`src/rtl/mem_access.sv`:
```
// ---------------------------------------------------------------------------
// mem_access -- memory-access stage of the RISC-V softcore pipeline.
//
// Takes the exec->mem pipeline register and does byte/halfword/word loads and
// stores over a single-outstanding request/ack data bus. While a bus access
// is in flight it stalls the upstream pipeline. The result lands in the
// mem->wb register, which also acts as the mem->exec forwarding source.
//
// Ports
//   i_clk, i_rst_n           clock; asynchronous active-low reset
//   i_exec_mem_*             exec->mem pipeline register fields
//   o_dmem_req/we/addr/be/wdata, i_dmem_ack/rdata
//                            data-memory bus (word address, byte enables)
//   o_stall                  hold upstream stages and the exec->mem register
//   b_mem_wb_*               mem->wb pipeline register / forwarding source
//   o_misalign, o_bus_err    registered one-cycle fault pulses
//
// Parameter
//   ACK_TIMEOUT              REQ cycles allowed before abort (1..65535)
// ---------------------------------------------------------------------------
module mem_access #(
    parameter int unsigned ACK_TIMEOUT = 255
) (
    input  logic        i_clk,
    input  logic        i_rst_n,

    input  logic        i_exec_mem_valid,
    input  logic [5:0]  i_exec_mem_rd,
    input  logic        i_exec_mem_writeback,
    input  logic        i_exec_mem_link,
    input  logic        i_exec_mem_mem_w,
    input  logic        i_exec_mem_mem_r,
    input  logic        i_exec_mem_mem_rdu,
    input  logic        i_exec_mem_mem_byte,
    input  logic        i_exec_mem_mem_hwrd,
    input  logic [31:0] i_exec_mem_alu_result,
    input  logic [31:0] i_exec_mem_mem_wdata,
    input  logic [31:0] i_exec_mem_pc,

    output logic        o_dmem_req,
    output logic        o_dmem_we,
    output logic [31:0] o_dmem_addr,
    output logic [3:0]  o_dmem_be,
    output logic [31:0] o_dmem_wdata,
    input  logic        i_dmem_ack,
    input  logic [31:0] i_dmem_rdata,

    output logic        o_stall,

    output logic        b_mem_wb_valid,
    output logic        b_mem_wb_writeback,
    output logic [5:0]  b_mem_wb_rd,
    output logic [31:0] b_mem_wb_result,

    output logic        o_misalign,
    output logic        o_bus_err
);

    // Last counter value before abort; counter starts at 0 on REQ entry, so
    // abort happens on the ACK_TIMEOUT-th REQ cycle.
    localparam logic [15:0] CNT_LAST = 16'(ACK_TIMEOUT - 1);

    typedef enum logic [0:0] {
        S_IDLE = 1'b0,
        S_REQ  = 1'b1
    } state_t;

    state_t r_state;
    state_t w_state_next;

    // Latched request fields, held stable for the whole REQ phase.
    logic [31:0] r_dmem_addr;
    logic [3:0]  r_dmem_be;
    logic [31:0] r_dmem_wdata;
    logic        r_dmem_we;
    logic [31:0] r_ea;          // full effective address (lane + store result)
    logic        r_byte;
    logic        r_hwrd;
    logic        r_rdu;
    logic [5:0]  r_rd;
    logic        r_wb;
    logic [15:0] r_cnt;

    // -----------------------------------------------------------------------
    // Decode of the incoming instruction
    // -----------------------------------------------------------------------
    logic        w_memop;
    logic        w_is_word;
    logic        w_misaligned;
    logic        w_start;
    logic        w_in_idle;
    logic        w_in_req;
    logic        w_ack;
    logic        w_abort;
    logic [31:0] w_alu_value;

    assign w_memop      = i_exec_mem_valid & (i_exec_mem_mem_r | i_exec_mem_mem_w);
    assign w_is_word    = ~i_exec_mem_mem_byte & ~i_exec_mem_mem_hwrd;
    // Byte size wins if both size bits are set; bytes are never misaligned.
    assign w_misaligned = (~i_exec_mem_mem_byte & i_exec_mem_mem_hwrd & i_exec_mem_alu_result[0])
                        | (w_is_word & (i_exec_mem_alu_result[1:0] != 2'b00));
    assign w_in_idle    = (r_state == S_IDLE);
    assign w_in_req     = (r_state == S_REQ);
    assign w_start      = w_in_idle & w_memop & ~w_misaligned;
    // Ack outside REQ is ignored by qualifying it with the state.
    assign w_ack        = w_in_req & i_dmem_ack;
    assign w_abort      = w_in_req & ~i_dmem_ack & (r_cnt == CNT_LAST);
    assign w_alu_value  = i_exec_mem_link ? (i_exec_mem_pc + 32'd4) : i_exec_mem_alu_result;

    // -----------------------------------------------------------------------
    // Store lane placement
    // -----------------------------------------------------------------------
    logic [3:0]  w_be;
    logic [31:0] w_wdata;

    always_comb begin
        w_be    = 4'b1111;
        w_wdata = i_exec_mem_mem_wdata;
        if (i_exec_mem_mem_w) begin
            if (i_exec_mem_mem_byte) begin
                w_be    = 4'b0001 << i_exec_mem_alu_result[1:0];
                w_wdata = {4{i_exec_mem_mem_wdata[7:0]}};
            end else if (i_exec_mem_mem_hwrd) begin
                w_be    = i_exec_mem_alu_result[1] ? 4'b1100 : 4'b0011;
                w_wdata = {2{i_exec_mem_mem_wdata[15:0]}};
            end
        end
    end

    // -----------------------------------------------------------------------
    // Load lane selection and extension
    // -----------------------------------------------------------------------
    logic [7:0]  w_rd_byte_lane [4];
    logic [7:0]  w_rd_byte;
    logic [15:0] w_rd_half;
    logic [31:0] w_load_value;

    genvar gi;
    generate
        for (gi = 0; gi < 4; gi++) begin : g_lane
            assign w_rd_byte_lane[gi] = i_dmem_rdata[8*gi +: 8];
        end
    endgenerate

    assign w_rd_byte = w_rd_byte_lane[r_ea[1:0]];
    assign w_rd_half = r_ea[1] ? i_dmem_rdata[31:16] : i_dmem_rdata[15:0];

    always_comb begin
        w_load_value = i_dmem_rdata;
        if (r_byte) begin
            w_load_value = {{24{~r_rdu & w_rd_byte[7]}}, w_rd_byte};
        end else if (r_hwrd) begin
            w_load_value = {{16{~r_rdu & w_rd_half[15]}}, w_rd_half};
        end
    end

    // -----------------------------------------------------------------------
    // FSM
    // -----------------------------------------------------------------------
    always_ff @(posedge i_clk or negedge i_rst_n) begin
        if (!i_rst_n) begin
            r_state <= S_IDLE;
        end else begin
            r_state <= w_state_next;
        end
    end

    always_comb begin
        w_state_next = r_state;
        case (r_state)
            S_IDLE: begin
                if (w_start) begin
                    w_state_next = S_REQ;
                end
            end
            S_REQ: begin
                if (w_ack || w_abort) begin
                    w_state_next = S_IDLE;
                end
            end
            default: w_state_next = S_IDLE;
        endcase
    end

    // Stall covers the entry cycle and every REQ cycle except the last one.
    assign o_stall = w_start | (w_in_req & ~i_dmem_ack & ~w_abort);

    // -----------------------------------------------------------------------
    // Request latch, timeout counter and mem->wb register
    // -----------------------------------------------------------------------
    always_ff @(posedge i_clk or negedge i_rst_n) begin
        if (!i_rst_n) begin
            r_dmem_addr        <= '0;
            r_dmem_be          <= '0;
            r_dmem_wdata       <= '0;
            r_dmem_we          <= 1'b0;
            r_ea               <= '0;
            r_byte             <= 1'b0;
            r_hwrd             <= 1'b0;
            r_rdu              <= 1'b0;
            r_rd               <= '0;
            r_wb               <= 1'b0;
            r_cnt              <= '0;
            b_mem_wb_valid     <= 1'b0;
            b_mem_wb_writeback <= 1'b0;
            b_mem_wb_rd        <= '0;
            b_mem_wb_result    <= '0;
            o_misalign         <= 1'b0;
            o_bus_err          <= 1'b0;
        end else begin
            o_misalign <= 1'b0;
            o_bus_err  <= 1'b0;
            if (w_in_idle) begin
                if (w_start) begin
                    r_dmem_addr        <= {i_exec_mem_alu_result[31:2], 2'b00};
                    r_dmem_be          <= w_be;
                    r_dmem_wdata       <= w_wdata;
                    r_dmem_we          <= i_exec_mem_mem_w;
                    r_ea               <= i_exec_mem_alu_result;
                    r_byte             <= i_exec_mem_mem_byte;
                    r_hwrd             <= i_exec_mem_mem_hwrd;
                    r_rdu              <= i_exec_mem_mem_rdu;
                    r_rd               <= i_exec_mem_rd;
                    r_wb               <= i_exec_mem_writeback;
                    r_cnt              <= '0;
                    b_mem_wb_valid     <= 1'b0;
                    b_mem_wb_writeback <= 1'b0;
                end else begin
                    // Plain op, bubble, or misaligned memop (which retires
                    // without a bus access and without writing rd).
                    b_mem_wb_valid     <= i_exec_mem_valid;
                    b_mem_wb_rd        <= i_exec_mem_rd;
                    b_mem_wb_result    <= w_alu_value;
                    b_mem_wb_writeback <= i_exec_mem_valid & i_exec_mem_writeback
                                        & (|i_exec_mem_rd) & ~w_memop;
                    o_misalign         <= w_memop;
                end
            end else begin
                if (w_ack) begin
                    b_mem_wb_valid     <= 1'b1;
                    b_mem_wb_rd        <= r_rd;
                    b_mem_wb_result    <= r_dmem_we ? r_ea : w_load_value;
                    b_mem_wb_writeback <= ~r_dmem_we & r_wb & (|r_rd);
                end else if (w_abort) begin
                    b_mem_wb_valid     <= 1'b1;
                    b_mem_wb_rd        <= r_rd;
                    b_mem_wb_result    <= r_ea;
                    b_mem_wb_writeback <= 1'b0;
                    o_bus_err          <= 1'b1;
                end else begin
                    r_cnt <= r_cnt + 16'd1;
                end
            end
        end
    end

    assign o_dmem_req   = w_in_req;
    assign o_dmem_we    = r_dmem_we;
    assign o_dmem_addr  = r_dmem_addr;
    assign o_dmem_be    = r_dmem_be;
    assign o_dmem_wdata = r_dmem_wdata;

endmodule

```
`config.mk`:
```
export PLATFORM = sky130hd
export DESIGN_NAME = mem_access
export DESIGN_NICKNAME = d
export VERILOG_FILES = /design/src/rtl/mem_access.sv
export SDC_FILE = /design/constraint.sdc
export NUM_CORES = 1
export LEC_CHECK = 0
export BUFFER_PORTS_ARGS = -buffer_cell sky130_fd_sc_hd__buf_2
export CORE_ASPECT_RATIO = 0.9
export CORE_MARGIN = 2
export CORE_UTILIZATION = 52
export DETAILED_ROUTE_END_ITERATION = 7
export HOLD_SLACK_MARGIN = 0.08
export PLACE_DENSITY = 0.81
export SYNTH_ARGS = -nofsm -noshare
export SYNTH_HDL_FRONTEND = slang
export SYNTH_SLANG_ARGS = --single-unit
```
`constraint.sdc`:
```
create_clock -name i_clk -period 2.9 [get_ports i_clk]
set_input_delay 0.58 -clock i_clk [delete_from_list [all_inputs] [get_ports i_clk]]
set_output_delay 0.58 -clock i_clk [all_outputs]
set_load 0.02 [all_outputs]
```
==> results of run 1 <==
[cells in the mapped netlist (all sizes together) (5+ instances only)]
| cell type | number | area share, % |
|---|---|---|
| dfrtp | 138 | 41 |
| a311o | 5 | 0.60 |
| nor2b | 11 | 0.83 |
| o21ai | 85 | 5.1 |
| a211oi | 13 | 1.2 |
| xnor2 | 7 | 0.74 |
| nor4 | 9 | 0.68 |
| nor2 | 76 | 3.4 |
| or3 | 7 | 0.53 |
| and3 | 9 | 0.68 |
| mux4 | 7 | 1.9 |
| nand2 | 235 | 11 |
| buf | 49 | 3.8 |
| and4 | 6 | 0.65 |
| a211o | 9 | 0.95 |
| nor3 | 9 | 0.54 |
| nand4 | 18 | 1.5 |
| o31ai | 9 | 0.81 |
| inv | 18 | 0.81 |
| or4 | 15 | 1.4 |
| a31oi | 16 | 1.2 |
| nand3 | 28 | 1.7 |
| a22o | 9 | 0.95 |
| a21oi | 37 | 2.2 |
| clkbuf | 54 | 2.4 |
| a22oi | 12 | 1.1 |
| xor2 | 9 | 0.95 |
| mux2i | 26 | 3.1 |
| o221ai | 11 | 1.2 |
| o211ai | 5 | 0.45 |
| a221oi | 10 | 1.1 |
| mux2 | 5 | 0.68 |
[power groups by stage]
stage | sequential, W | combinational (W) | clock [W]
floorplan | 0.00298 | 0.00134 | 0
CTS | 0.00268 | 0.00251 | 0.00230
global route | 0.00273 | 0.00274 | 0.00240
detailed placement | 0.00270 | 0.00250 | 0
global placement | 0.00269 | 0.00245 | 0
finish | 0.00268 | 0.00253 | 0.00229
[metal layers]
| metal | global-route usage (%) | wire length (µm) | up-vias | share of wire (%) |
|---|---|---|---|---|
| met5 | 0 | 0 | - | 0 |
| met3 | 9.04 | 2870 | 73 | 10 |
| met2 | 48.7 | 12500 | 511 | 45 |
| li1 | - | - | 3963 | - |
| met4 | 12.8 | 932 | 0 | 3.3 |
| met1 | 45.3 | 11600 | 4159 | 41 |
[through the flow]
stage	total power, W	cell area [µm²]
after floorplan	0.00432	8330
after CTS	0.00749	10300
final	0.00750	10300
after detailed placement	0.00520	9670
after global routing	0.00788	10300
after global placement	0.00514	9670
[how the worst min path moves through the flow]
stage               depth (start not counted)  slack [ns]               to
floorplan                                   0        0.28   b_mem_wb_rd[0]
global placement                            2        0.45  o_dmem_wdata[7]
detailed placement                          2        0.46  o_dmem_wdata[0]
CTS                                         3        0.35         r_ea[16]
global route                                3        0.36         r_ea[14]
finish                                      3        0.35         r_ea[16]
[worst reg2reg max path, delay by kind of cell, from the launching register on]
family,cells,cell delay [ns]
multiplexers,1,0.40
AO/OA/AOI/OAI,4,1.40
flip-flops,1,0.51
[state kept, by name (all words and copies together) (netlist names)]
signal              cells
o_bus_err               1
r_byte                  1
b_mem_wb_result        32
o_dmem_we               1
r_wb                    1
o_dmem_be               4
r_ea                   32
r_hwrd                  1
r_rdu                   1
b_mem_wb_writeback      1
o_dmem_req              1
r_cnt                  16
b_mem_wb_rd             6
o_misalign              1
r_rd                    6
o_dmem_wdata           32
b_mem_wb_valid          1
[what timing repair did]
item,CTS,global route
endpoints found under the hold margin,33,0
hold buffers,1,0
buffers inserted,1,0
endpoints found under the setup margin,1,0
resized for setup,0,0
[cells by family (layout without fill, tap and decap cells)]
logic type,count (synthesis),count (layout)
flops,138,138
compound gates,251,251
fa+ha+maj,3,3
other cells,1,4
mux,38,38
buf+inv,121,338
xor+xnor,16,16
simple gates,437,437
[final cells by class]
type / instances / area, µm²
fill: 1325 / 5240
multi-input combinational: 747 / 4310
sequential: 138 / 3450
timing repair buffer: 288 / 1610
clock buffer: 22 / 474
tap: 202 / 253
clock inverter: 10 / 141
inverter: 18 / 67.6
antenna: 2 / 5.00
==> results.tsv, run 1 <==
stage	metric	value	unit
final_layout	final_util	66.3	%
global_route	overflow	0	
floorplanning	start_util	53.6	%
route	drtIter0Drc	906	
floorplanning	fp.dieH	124	µm
global_route	grt_max_degree	67	
power	p_seq_share	35.8	%
route	drt-pass1-iter-count	8	
timing	setup_ws	0.221	ns
logic_synthesis	synth_compound_area_share	20.0	%
route	ant_nets	0	
logic_synthesis	synth_top_family_by_area	simple AND/OR/NAND/NOR gates	
timing	tns	0	ns
timing	finalSetupViolCount	0	
critical_path	cpLargestDelayFamily	flip-flops	
critical_path	crit_start	r_cnt[0]	
floorplanning	pin_count	258	
logic_synthesis	ys_seq_elements	138	
logic_synthesis	avgSynthCellArea	8.29	µm²
logic_synthesis	muxShareOfSynthArea	5.69	%
power	p_leak	5.01	nW
timing	period_share	92.4	%
global_route	antenna_found_initial	3	
placed_design	dp_cells	1391	
cts	clk_pin_slew	0.06	ns
critical_path	rr_startpoint	r_ea[0]	
logic_synthesis	synth-xor-area-share	1.68	%
cts	cts-root-buf	clkbuf_16	
placed_design	hpwlAfterDp	20400	µm
critical_path	critical_path.max_stage_delay	0.43	ns
timing	hold_ws	0.353	ns
timing	tightest_slew	0.705	ns
timing	hold_viol_final	0	
outcome	status	completed	
power	clkPwrFrac	30.5	%
timing	maxSlewViolCount	0	
min_path	hp-start	i_exec_mem_alu_result[16]	
logic_synthesis	synth_edf_count	0	
critical_path	crit_buf_inv	3	
logic_synthesis	synth_cells	1005	
timing	relSlewSlack	53.0	%
critical_path	ff2ff_path_depth	5	
floorplanning	core-area	15500	µm²
power	p_switching	0.00283	W
timing	clock_skew	0.00739	ns
floorplanning	rows	43	
route	drt-total-wl	27900	µm
global_route	grt_pass1_wl	42400	µm
critical_path	crit_path_max_fanout	6	
route	wl_per_cell	19.5	µm
logic_synthesis	synth.distinct_cells	67	
critical_path	arrival	2.10	ns
cts	cts_tree	done	
global_route	grt_pass1_vias	7978	
critical_path	r2r_slack	0.46	ns
power	pwr-share-comb	33.7	%
route	drc	0	
final_layout	area_growth	23.8	%
logic_synthesis	syn_area	8330	µm²
cts	numCtsBuffers	17	
placed_design	io_buffers	255	
cts	clk_latency	0.43	ns
power	intPower	0.00467	W
critical_path	critPathSlowestCell	dfrtp_1	
critical_path	start_kind	flop	
critical_path	criticalPathCategory	flop to output port	
timing	rsz0062_at_grt	no	
critical_path	critPathCapture	o_stall	
cts	cts_sinks	138	
logic_synthesis	ys_seq_area_share	41.5	%
logic_synthesis	synth-main-ff-cell	dfrtp_1	
logic_synthesis	synthAdderAreaFrac	0.451	%
global_route	gr-usage-all-layers	32.7	%
final_layout	fin_nets	1358	
cts	clk_path_buf_depth	2	
floorplanning	die_area	17000	µm²
final_layout	instances_no_fill	1427	
final_layout	drive_above_1_share	27.6	%
placed_design	place.gp.congestion	0.987	
critical_path	end_kind	output port	
logic_synthesis	synthSimpleGateAreaFrac	23.7	%
route	vias_per_cell	6.10	
cts	htree_levels	4	
placed_design	pre_cts_ws	0.288	ns
logic_synthesis	synth-async-reset-ratio	100	%
critical_path	cp.depth	7	
timing	timing.fmax	373	MHz
critical_path	r2r_end	b_mem_wb_result[23]	
logic_synthesis	yosys_warnings	0	
power	switching_share	37.7	%
job	maxCapViolCount	0	
floorplanning	die_x	137	µm
timing	fin_crit	2.68	ns
power	power.density	728	nW/µm²
critical_path	crit_chain	inv_1, ha_1, and4b_1, nand4_1, a22oi_2, inv_2, buf_2	
power	ir_worst_vdd	477	µV
min_path	hold_path.class	input pin to flop	
final_layout	final_common_cell	buf_2	
critical_path	required	2.32	ns
route	vias	8706	
final_layout	most-common-layout-cells	buf_2 (254), nand2_1 (234), dfrtp_1 (137)	
(Power assumes the default switching activity.)
==> run 2: changes to the inputs <==
--- a/config.mk
+++ b/config.mk
@@ -12,6 +12,7 @@
 export DETAILED_ROUTE_END_ITERATION = 7
 export HOLD_SLACK_MARGIN = 0.08
 export PLACE_DENSITY = 0.81
+export RECOVER_POWER = 50
 export SYNTH_ARGS = -nofsm -noshare
 export SYNTH_HDL_FRONTEND = slang
 export SYNTH_SLANG_ARGS = --single-unit
==> run 2 against run 1 <==
First-iteration DRC count is 1.1% higher; setup slack better by 0.0095 ns; largest power group unchanged; sequential power hardly changed; hold slack better by 0.0086 ns; total power is 0.79% lower; non-clock buffer count stayed put; clock power hardly changed.
==> results.tsv, run 2 (synthesized netlist as in run 1, its figures left out) <==
stage	metric	value	unit
outcome	status	completed	
global_route	overflow	0	
timing	timing.fmax	375	MHz
placed_design	io_buffers	255	
global_route	grt_max_degree	67	
power	ir_worst_vdd	464	µV
final_layout	drive_above_1_share	23.1	%
placed_design	placed_area	9670	µm²
cts	cts-root-buf	clkbuf_16	
final_layout	final_area	10200	µm²
min_path	hold_path.class	input pin to flop	
global_route	grt_pass1_vias	7978	
route	ant_nets	0	
cts	clk_latency	0.42	ns
placed_design	dp_cells	1391	
final_layout	fin_nets	1358	
global_route	antenna_found_initial	3	
cts	clk_pin_slew	0.06	ns
critical_path	ff2ff_path_depth	5	
critical_path	required	2.32	ns
global_route	grt_pass1_wl	42400	µm
cts	htree_levels	4	
timing	setup_ws	0.231	ns
critical_path	crit_path_max_fanout	6	
cts	cts_tree	done	
placed_design	pre_cts_ws	0.288	ns
timing	hold_viol_final	0	
floorplanning	fp.dieH	124	µm
final_layout	final_common_cell	nand2_1	
global_route	gr-usage-all-layers	32.7	%
final_layout	fillers	1362	
final_layout	most-common-layout-cells	nand2_1 (234), buf_2 (201), dfrtp_1 (137)	
route	drt-total-wl	27900	µm
cts	cts_resized	0	
cts	clk_path_buf_depth	2	
route	drtIter0Drc	916	
critical_path	criticalPathCategory	flop to output port	
final_layout	instances_no_fill	1427	
floorplanning	start_util	53.6	%
timing	period_share	92.0	%
critical_path	end_kind	output port	
power	p_leak	4.83	nW
cts	cts_sinks	138	
critical_path	start_kind	flop	
timing	rsz0062_at_grt	no	
job	maxCapViolCount	0	
timing	tns	0	ns
timing	finalSetupViolCount	0	
route	wl_per_cell	19.5	µm
timing	tightest_slew	1.02	ns
route	drc	0	
final_layout	regArea	3450	µm²
final_layout	area_growth	22.6	%
floorplanning	die_x	137	µm
critical_path	arrival	2.09	ns
placed_design	hpwlAfterDp	20400	µm
floorplanning	pin_count	258	
floorplanning	rows	43	
timing	relSlewSlack	32.1	%
min_path	hold_path_depth	3	
cts	numCtsBuffers	17	
timing	maxSlewViolCount	0	
route	drt-pass1-iter-count	5	
power	power.density	729	nW/µm²
route	vias	8689	
route	vias_per_cell	6.09	
floorplanning	die_area	17000	µm²
placed_design	place.gp.congestion	0.987	
timing	fin_crit	2.67	ns
final_layout	multi_input_area	4310	µm²
floorplanning	core-area	15500	µm²
timing	clock_skew	0.00818	ns
## run 2: cell types whose count changed in the layout (fill, tap and decap cells not counted)
| cell | previous run | this run |
|---|---|---|
| buf_12 | 6 | 5 |
| clkbuf_1 | 2 | 57 |
| buf_4 | 26 | 22 |
| clkbuf_2 | 0 | 3 |
| buf_6 | 1 | 0 |
| buf_2 | 254 | 201 |
| clkbuf_4 | 0 | 1 |
## run 2: final timing paths
| kind | slack, ns | from | to |
|---|---|---|---|
| worst max-delay path | 0.23 | r_cnt[0] | o_stall |
| worst min-delay path | 0.36 | i_exec_mem_alu_result[16] | r_ea[16] |
| worst max register to register | 0.45 | r_ea[0] | b_mem_wb_result[17] |
| worst min register to register | 0.48 | r_wb | r_wb |
| max in group asynchronous | 0.67 | i_rst_n | o_dmem_wdata[24] |
| min in group asynchronous | 0.87 | i_rst_n | r_ea[19] |
## run 2: metrics by stage
step | utilization [%] | total power (W) | hold WS [ns]
floorplan | - | 0.00432 | 0.284
global placement | 62.2 | 0.00514 | 0.454
detailed placement | 62.2 | 0.00520 | 0.458
CTS | 66.3 | 0.00749 | 0.353
global route | 65.7 | 0.00782 | 0.361
finish | 65.7 | 0.00744 | 0.362
## run 2: area by class of cell
cell class / instances / area share, %
clock buffers: 22 / 4.64
flip-flops and latches: 138 / 33.8
inverters: 18 / 0.662
repair buffers: 288 / 14.8
well taps: 202 / 2.47
multi-input cells: 747 / 42.2
diodes: 2 / 0.0490
clock inverters: 10 / 1.38
## run 2: critical path, stage by stage, from the launching register on
cell and delay, ns:
dfrtp_1 0.43, inv_1 0.08, ha_1 0.14, and4b_1 0.23
nand4_1 0.17, a22oi_2 0.30, inv_2 0.13, buf_2 0.18
## run 2: power by group
group,internal [W],switching (W),leakage (nW)
Sequential,0.00236,0.000330,1.71
Clock,0.00142,0.000858,0.296
Combinational,0.000834,0.00164,2.82
## run 2: metal layers
metal | GRT usage [%] | part of all wire, % | vias up
li1 | - | - | 3967
met1 | 45.3 | 42 | 4122
met2 | 48.7 | 45 | 527
met3 | 9.04 | 11 | 71
met4 | 12.8 | 3.3 | 2
met5 | 0 | 0.047 | -
## run 2: what timing repair did
item / in CTS / in global routing
endpoints found under the setup margin: 1 / 0
hold buffers: 1 / 0
buffers inserted: 1 / 0
endpoints found under the hold margin: 33 / 0
